File: src/rtl/decode_alu_stage.sv
// decode_alu_stage
//   Registered ALU decode stage between fetch and execute. Each {instr, pc}
//   accepted on the input handshake is decoded into one ALU control bundle
//   and presented one cycle later on the output handshake, strictly in order.
//   Instructions that cannot be decoded still flow, with illegal=1.
//
//   Encodings
//     alu_mode : 0 ADD, 1 SUB, 2 SLL, 3 XOR, 4 SRL, 5 SRA, 6 OR, 7 AND
//     eval_mode: 0 EQ, 1 NE, 2 LT, 3 GE
//     in1_sel  : 0 RS1, 1 PC, 2 ZERO
//     in2_sel  : 0 RS2, 1 IMM, 2 FOUR
//     out_sel  : 0 ALU, 1 EVAL
//
//   Ports
//     clk, rst (sync, active high), flush (sync discard of held entries)
//     in_valid/in_ready/instr_in/pc_in         : fetch side handshake
//     out_valid/out_ready/instr_out/pc_out     : execute side handshake
//     alu_mode, eval_mode, sign_ext, in1_sel, in2_sel, out_sel,
//     md_en, md_op, illegal                    : decoded control bundle
//
//   state    | meaning
//   ST_EMPTY | nothing held, out_valid=0
//   ST_ONE   | output register holds a bundle
//   ST_TWO   | output register and skid register both hold bundles (SKID=1 only)
module decode_alu_stage #(
    parameter int XLEN      = 32,
    parameter bit SUPPORT_M = 1'b1,
    parameter bit SKID      = 1'b1
) (
    input  logic            clk,
    input  logic            rst,
    input  logic            flush,
    input  logic            in_valid,
    output logic            in_ready,
    input  logic [31:0]     instr_in,
    input  logic [XLEN-1:0] pc_in,
    output logic            out_valid,
    input  logic            out_ready,
    output logic [31:0]     instr_out,
    output logic [XLEN-1:0] pc_out,
    output logic [2:0]      alu_mode,
    output logic [1:0]      eval_mode,
    output logic            sign_ext,
    output logic [1:0]      in1_sel,
    output logic [1:0]      in2_sel,
    output logic            out_sel,
    output logic            md_en,
    output logic [2:0]      md_op,
    output logic            illegal
);

    localparam logic [2:0] ALU_ADD = 3'd0, ALU_SUB = 3'd1, ALU_SLL = 3'd2, ALU_XOR = 3'd3;
    localparam logic [2:0] ALU_SRL = 3'd4, ALU_SRA = 3'd5, ALU_OR  = 3'd6, ALU_AND = 3'd7;
    localparam logic [1:0] EVAL_EQ = 2'd0, EVAL_NE = 2'd1, EVAL_LT = 2'd2, EVAL_GE = 2'd3;
    localparam logic [1:0] IN1_RS1 = 2'd0, IN1_PC  = 2'd1, IN1_ZERO = 2'd2;
    localparam logic [1:0] IN2_RS2 = 2'd0, IN2_IMM = 2'd1, IN2_FOUR = 2'd2;
    localparam logic       OUT_ALU = 1'b0, OUT_EVAL = 1'b1;

    typedef struct packed {
        logic [31:0]     instr;
        logic [XLEN-1:0] pc;
        logic [2:0]      alu_mode;
        logic [1:0]      eval_mode;
        logic            sign_ext;
        logic [1:0]      in1_sel;
        logic [1:0]      in2_sel;
        logic            out_sel;
        logic            md_en;
        logic [2:0]      md_op;
        logic            illegal;
    } bundle_t;

    typedef enum logic [1:0] {ST_EMPTY, ST_ONE, ST_TWO} state_t;

    state_t  state_q, state_d;
    bundle_t out_q, out_d;
    bundle_t skid_q, skid_d;
    bundle_t dec;
    logic    in_ready_q;
    logic    accept, drain;

    logic [6:0] opcode;
    logic [2:0] f3;
    logic [6:0] f7;
    logic       alt, ill;

    assign opcode = instr_in[6:0];
    assign f3     = instr_in[14:12];
    assign f7     = instr_in[31:25];

    // ---------------- decode ----------------
    always_comb begin
        dec          = '0;
        dec.instr    = instr_in;
        dec.pc       = pc_in;
        dec.sign_ext = 1'b1;
        ill          = 1'b0;
        alt          = 1'b0;
        case (opcode)
            7'd3: begin
                dec.in2_sel = IN2_IMM;
                ill = (f3 == 3'b011) || (f3[2:1] == 2'b11);
            end
            7'd35: begin
                dec.in2_sel = IN2_IMM;
                ill = (f3 >= 3'd3);
            end
            7'd23: begin
                dec.in1_sel = IN1_PC;
                dec.in2_sel = IN2_IMM;
            end
            7'd55: begin
                dec.in1_sel = IN1_ZERO;
                dec.in2_sel = IN2_IMM;
            end
            7'd111: begin
                dec.in1_sel = IN1_PC;
                dec.in2_sel = IN2_FOUR;
            end
            7'd103: begin
                dec.in1_sel = IN1_PC;
                dec.in2_sel = IN2_FOUR;
                ill = (f3 != 3'd0);
            end
            7'd99: begin
                dec.alu_mode = ALU_SUB;
                case (f3)
                    3'b000:  dec.eval_mode = EVAL_EQ;
                    3'b001:  dec.eval_mode = EVAL_NE;
                    3'b100:  dec.eval_mode = EVAL_LT;
                    3'b101:  dec.eval_mode = EVAL_GE;
                    3'b110:  begin dec.eval_mode = EVAL_LT; dec.sign_ext = 1'b0; end
                    3'b111:  begin dec.eval_mode = EVAL_GE; dec.sign_ext = 1'b0; end
                    default: ill = 1'b1;
                endcase
            end
            7'd19, 7'd51: begin
                if (opcode == 7'd19) begin
                    dec.in2_sel = IN2_IMM;
                    // For immediates only the shift-right form carries an opcode bit in func7.
                    alt = (f3 == 3'b101) && (f7 == 7'h20);
                    ill = ((f3 == 3'b001) && (f7 != 7'h00)) ||
                          ((f3 == 3'b101) && (f7 != 7'h00) && (f7 != 7'h20));
                end else begin
                    alt = (f7 == 7'h20);
                    ill = !((f7 == 7'h00) ||
                            (alt && ((f3 == 3'b000) || (f3 == 3'b101))) ||
                            ((f7 == 7'h01) && SUPPORT_M));
                end
                if (opcode == 7'd51 && f7 == 7'h01) begin
                    dec.md_en = 1'b1;
                    dec.md_op = f3;
                end else begin
                    case (f3)
                        3'b000:  dec.alu_mode = alt ? ALU_SUB : ALU_ADD;
                        3'b001:  dec.alu_mode = ALU_SLL;
                        3'b010:  begin dec.alu_mode = ALU_SUB; dec.eval_mode = EVAL_LT;
                                       dec.out_sel = OUT_EVAL; end
                        3'b011:  begin dec.alu_mode = ALU_SUB; dec.eval_mode = EVAL_LT;
                                       dec.out_sel = OUT_EVAL; dec.sign_ext = 1'b0; end
                        3'b100:  dec.alu_mode = ALU_XOR;
                        3'b101:  dec.alu_mode = alt ? ALU_SRA : ALU_SRL;
                        3'b110:  dec.alu_mode = ALU_OR;
                        default: dec.alu_mode = ALU_AND;
                    endcase
                end
            end
            default: ill = 1'b1;
        endcase
        // Illegal instructions carry a fixed, harmless control bundle.
        if (ill) begin
            dec.alu_mode  = ALU_ADD;
            dec.eval_mode = EVAL_EQ;
            dec.sign_ext  = 1'b1;
            dec.in1_sel   = IN1_RS1;
            dec.in2_sel   = IN2_RS2;
            dec.out_sel   = OUT_ALU;
            dec.md_en     = 1'b0;
            dec.md_op     = 3'd0;
            dec.illegal   = 1'b1;
        end
    end

    // ---------------- buffering FSM ----------------
    assign out_valid = (state_q != ST_EMPTY);
    assign in_ready  = SKID ? in_ready_q : (!out_valid || out_ready);
    assign accept    = in_valid && in_ready;
    assign drain     = out_valid && out_ready;

    always_comb begin
        state_d = state_q;
        out_d   = out_q;
        skid_d  = skid_q;
        if (flush) begin
            state_d = ST_EMPTY;
        end else begin
            case (state_q)
                ST_EMPTY: begin
                    if (accept) begin
                        out_d   = dec;
                        state_d = ST_ONE;
                    end
                end
                ST_ONE: begin
                    if (accept && drain) begin
                        out_d = dec;
                    end else if (accept && SKID) begin
                        skid_d  = dec;
                        state_d = ST_TWO;
                    end else if (drain) begin
                        state_d = ST_EMPTY;
                    end
                end
                ST_TWO: begin
                    if (drain) begin
                        out_d   = skid_q;
                        state_d = ST_ONE;
                    end
                end
                default: state_d = ST_EMPTY;
            endcase
        end
    end

    always_ff @(posedge clk) begin
        if (rst) begin
            state_q    <= ST_EMPTY;
            out_q      <= '0;
            skid_q     <= '0;
            in_ready_q <= 1'b1;
        end else begin
            state_q    <= state_d;
            out_q      <= out_d;
            skid_q     <= skid_d;
            in_ready_q <= (state_d != ST_TWO);
        end
    end

    assign instr_out = out_q.instr;
    assign pc_out    = out_q.pc;
    assign alu_mode  = out_q.alu_mode;
    assign eval_mode = out_q.eval_mode;
    assign sign_ext  = out_q.sign_ext;
    assign in1_sel   = out_q.in1_sel;
    assign in2_sel   = out_q.in2_sel;
    assign out_sel   = out_q.out_sel;
    assign md_en     = out_q.md_en;
    assign md_op     = out_q.md_op;
    assign illegal   = out_q.illegal;

endmodule

File: config.mk
export PLATFORM = sky130hd
export DESIGN_NAME = decode_alu_stage
export DESIGN_NICKNAME = d
export VERILOG_FILES = /design/src/rtl/decode_alu_stage.sv
export SDC_FILE = /design/constraint.sdc
export NUM_CORES = 1
export LEC_CHECK = 0
export ABC_AREA = 1
export CAP_MARGIN = 10
export CORE_MARGIN = 4
export CORE_UTILIZATION = 35
export DETAILED_ROUTE_END_ITERATION = 16
export DONT_BUFFER_PORTS = 1
export HOLD_SLACK_MARGIN = 0.03
export SLEW_MARGIN = 20
export SYNTH_ARGS = -nofsm -noshare
export SYNTH_HDL_FRONTEND = slang
export SYNTH_SLANG_ARGS = --single-unit
File: constraint.sdc
create_clock -name clk -period 1.4 [get_ports clk]
set_input_delay 0.21 -clock clk [delete_from_list [all_inputs] [get_ports clk]]
set_output_delay 0.21 -clock clk [all_outputs]
set_load 0.01 [all_outputs]
==> summary.md <==
| Metric | Value |
|---|---|
| Syn Inst Count | `927` |
| Final Setup Violations | `78` |
| IO Pins | `151` |
| Initial antenna violation count | `0` |
| Die area | `22000 sq um` |
| Number of CTS-inserted buffers | `17` |
| Pwr Density | `1120 nW/um^2` |
| Placed Cells | `1180` |
| Hold worst-path end | `state_q[0]` |
| Vias in the first global route | `6070` |
| # diodes | `0` |
| Area leader, netlist | `dfxtp_1` |
| DP Area | `7550 sq um` |
| Cell area after synthesis | `6880 sq um` |
| Reg2reg path depth | `7` |
| Port bufs | `0` |
| EDFF count, synth | `0` |
| Hold Vio Cnt, Final | `0` |
| Post-synth cell types | `31` |
| CTS root buf | `clkbuf_16` |
| Remaining antenna violation count | `0` |
| Max Clock Skew | `7.96 ps` |
| R2R Path Start | `state_q[0]` |
| # nets final | `1102` |
| Status | `finished, violations left` |
| Synthesis-stage register bit count | `163` |
| CP max-delay cell | `dfxtp_4` |
| Overflow left after global routing | `0` |
| Setup TNS | `-4370 ps` |
| Synth Flop Type | `dfxtp_1` |
| Max FO, Critical Path | `10` |
| CP max stage delay | `360 ps` |
| Vias/cell | `5.08` |
| FP Rows | `51` |
| Starting Density | `35.5%` |
| Die span in y | `148 microns` |
| GPL Wtd Cong | `0.818` |
| Largest net degree at the start of global routing | `86` |
| Fin crit period | `1520 ps` |
| Clk pin slew, worst setup/hold paths | `60 ps` |
| Hpwl dp | `12300 microns` |
| Max Clock Freq | `659 MHz` |
| Setup WS post-layout | `-118 ps` |
| Unrepaired setup endpoints after global routing | `true` |
| Final Cycle Share | `108%` |
| Hold_buf cts | `70` |
| Yosys top cell area share | `47.4%` |
| GRT Total Usage | `18.0%` |
| Die width | `148 microns` |
| Finished Cell Area | `9700 sq um` |
| Share of cells above drive strength 1 | `22.0%` |
| Violated checks | `setup timing` |
| Min-delay src | `out_ready` |
| Post-Syn Nets | `996` |
| Critical Path End Type | `flip-flop` |
| Top-count cell post-synth | `nand2_1` |
| Fin cells | `1311` |
| Global-route wire length before repair | `32100 microns` |
| Cell repeated most along the worst path | `nor2_4` |
| Worst Tran Pin Value | `408 ps` |
| R2R Setup Slk | `-120 ps` |
| CTS tree | `done` |
| First DRT Iteration DRCs | `410` |
| Hold Path Stages | `3` |
| Max-cap violation count | `0` |
| RR Endpoint | `pc_out[16]` |
| Setup CP Type | `flip-flop to flip-flop` |
| DRT Pass-1 Iters | `5` |
| P_leak | `3.75 nW` |
| Asr flop ratio synth | `0%` |
| Mapped Avg Cell Area | `7.42 sq um` |
| CTS H-tree depth | `4` |
| Post-layout power | `0.0109 W` |
| Synth-to-layout area growth | `41.1%` |
| Sequential fraction of the synthesis area | `47.4%` |
| Skew-Pair Late Insertion Delay | `420 ps` |
| Via count | `6655` |
| Max VDD drop | `0.866 mV` |
| Average wire per standard cell | `16.9 microns` |
| Synth warn | `0` |
| Max Root-Sink Buffers | `2` |
| Slew Limit Fails | `0` |
| Worst slew margin | `72.6%` |
| Hold Path Class | `input pin to flip-flop` |
| Synth area leaders | `dfxtp_1 (47%), nand2_1 (12%), o21ai_0 (9.1%)` |
| Routed wire length | `22100 microns` |
| Startpoint Class | `flip-flop` |
| Core Area | `19400 sq um` |
| Most instantiated cells after synthesis | `nand2_1 (229), dfxtp_1 (163), o21ai_0 (125)` |
| CP required | `1700 ps` |
| Clk sinks | `163` |
| Worst path cell trace | `nor2_4, nor2_4, nor3_4, buf_6, buf_8, bufbuf_16, a31oi_1` |
| DRC Markers | `0` |
| Critical path arrival | `1820 ps` |
-- area by class of cell --
cell class,count,area (sq um)
inverter,70,279
sequential,163,3270
timing repair buffer,157,1950
clock buffer,19,443
fill,1874,9700
clock inverter,13,148
tap,265,332
multi-input combinational,624,3280
-- kinds of logic after synthesis --
logic type | share of synthesized area, %
DFF | 47.4
and+or+nand+nor | 19.4
buffers and inverters | 8.24
AOI/OAI and AO/OA | 24.9
-- metal layers --
layer	up-vias	share of wire, %	track usage (%)
met4	0	1.7	4.34
met2	192	49	30.1
li1	3335	-	-
met3	23	6.7	5.91
met1	3105	43	22.7
met5	-	0	0
-- worst max-delay path, delay by kind of cell (launching register included) --
| kind | cells | cell delay [ps] |
|---|---|---|
| buf+inv | 3 | 590 |
| compound gates | 1 | 80 |
| simple gates | 3 | 370 |
| flops | 1 | 360 |
-- power by group --
group / switching [W] / leakage [nW] / total, W / internal, W
sequential: 0.000216 / 1.33 / 0.00504 / 0.00482
clock: 0.00202 / 0.283 / 0.00472 / 0.00271
combinational: 0.000547 / 2.14 / 0.00112 / 0.000572
-- what timing repair did --
item	4_1_cts	5_1_grt
pin swaps	2	1
setup buffers	2	8
gates resized for setup	18	161
endpoints found under the setup margin	77	154
hold endpoints to repair	133	3
cloned	3	16
-- sequential cells by signal (all words and copies together), names as in the netlist, 2 cells and up --
signal / cells
in2_sel: 2
in1_sel: 2
instr_out: 32
skid_q: 80
alu_mode: 3
md_op: 3
eval_mode: 2
pc_out: 32
state_q: 2
-- through the flow --
stage               hold slack [ps]  utilization (%)  setup WS (ps)
detailed placement              287             38.9           -130
finish                         4.93             50.0           -118
floorplan                       355                -          -1.09
CTS                           -16.5             46.5          -48.5
global route                   4.28             50.0           -174
global placement                284             38.9          -88.2
-- placed cells by master, fill, tap and decap left out, drive strengths merged --
cell type    netlist  layout
a31oi             63      63
o21a               1       1
o211ai             5       5
nand4              4       4
o22ai              1       1
dfxtp            163     163
clkbuf            54      30
nand3b             1       1
bufbuf             0       2
dlygate4sd3        0      69
inv               70      73
buf               16      75
nand3             23      23
nor3               5       5
nand2            240     240
bufinv             0       2
clkinvlp           0       3
and2               1       1
a21oi            111     111
clkinv             0       5
nor2              36      36
o21ai            133     133
-- worst max-delay path by stage --
| stage | startpoint | slack, ps | end |
|---|---|---|---|
| CTS | state_q[1] | -50 | out_valid |
| finish | state_q[0] | -120 | pc_out[16] |
| detailed placement | state_q[1] | -130 | pc_out[6] |
| global route | state_q[0] | -170 | instr_out[2] |
| global placement | state_q[1] | -90 | illegal |
| floorplan | instr_in[14] | -1 | eval_mode[1] |
Power figures use the tool's default switching activity.
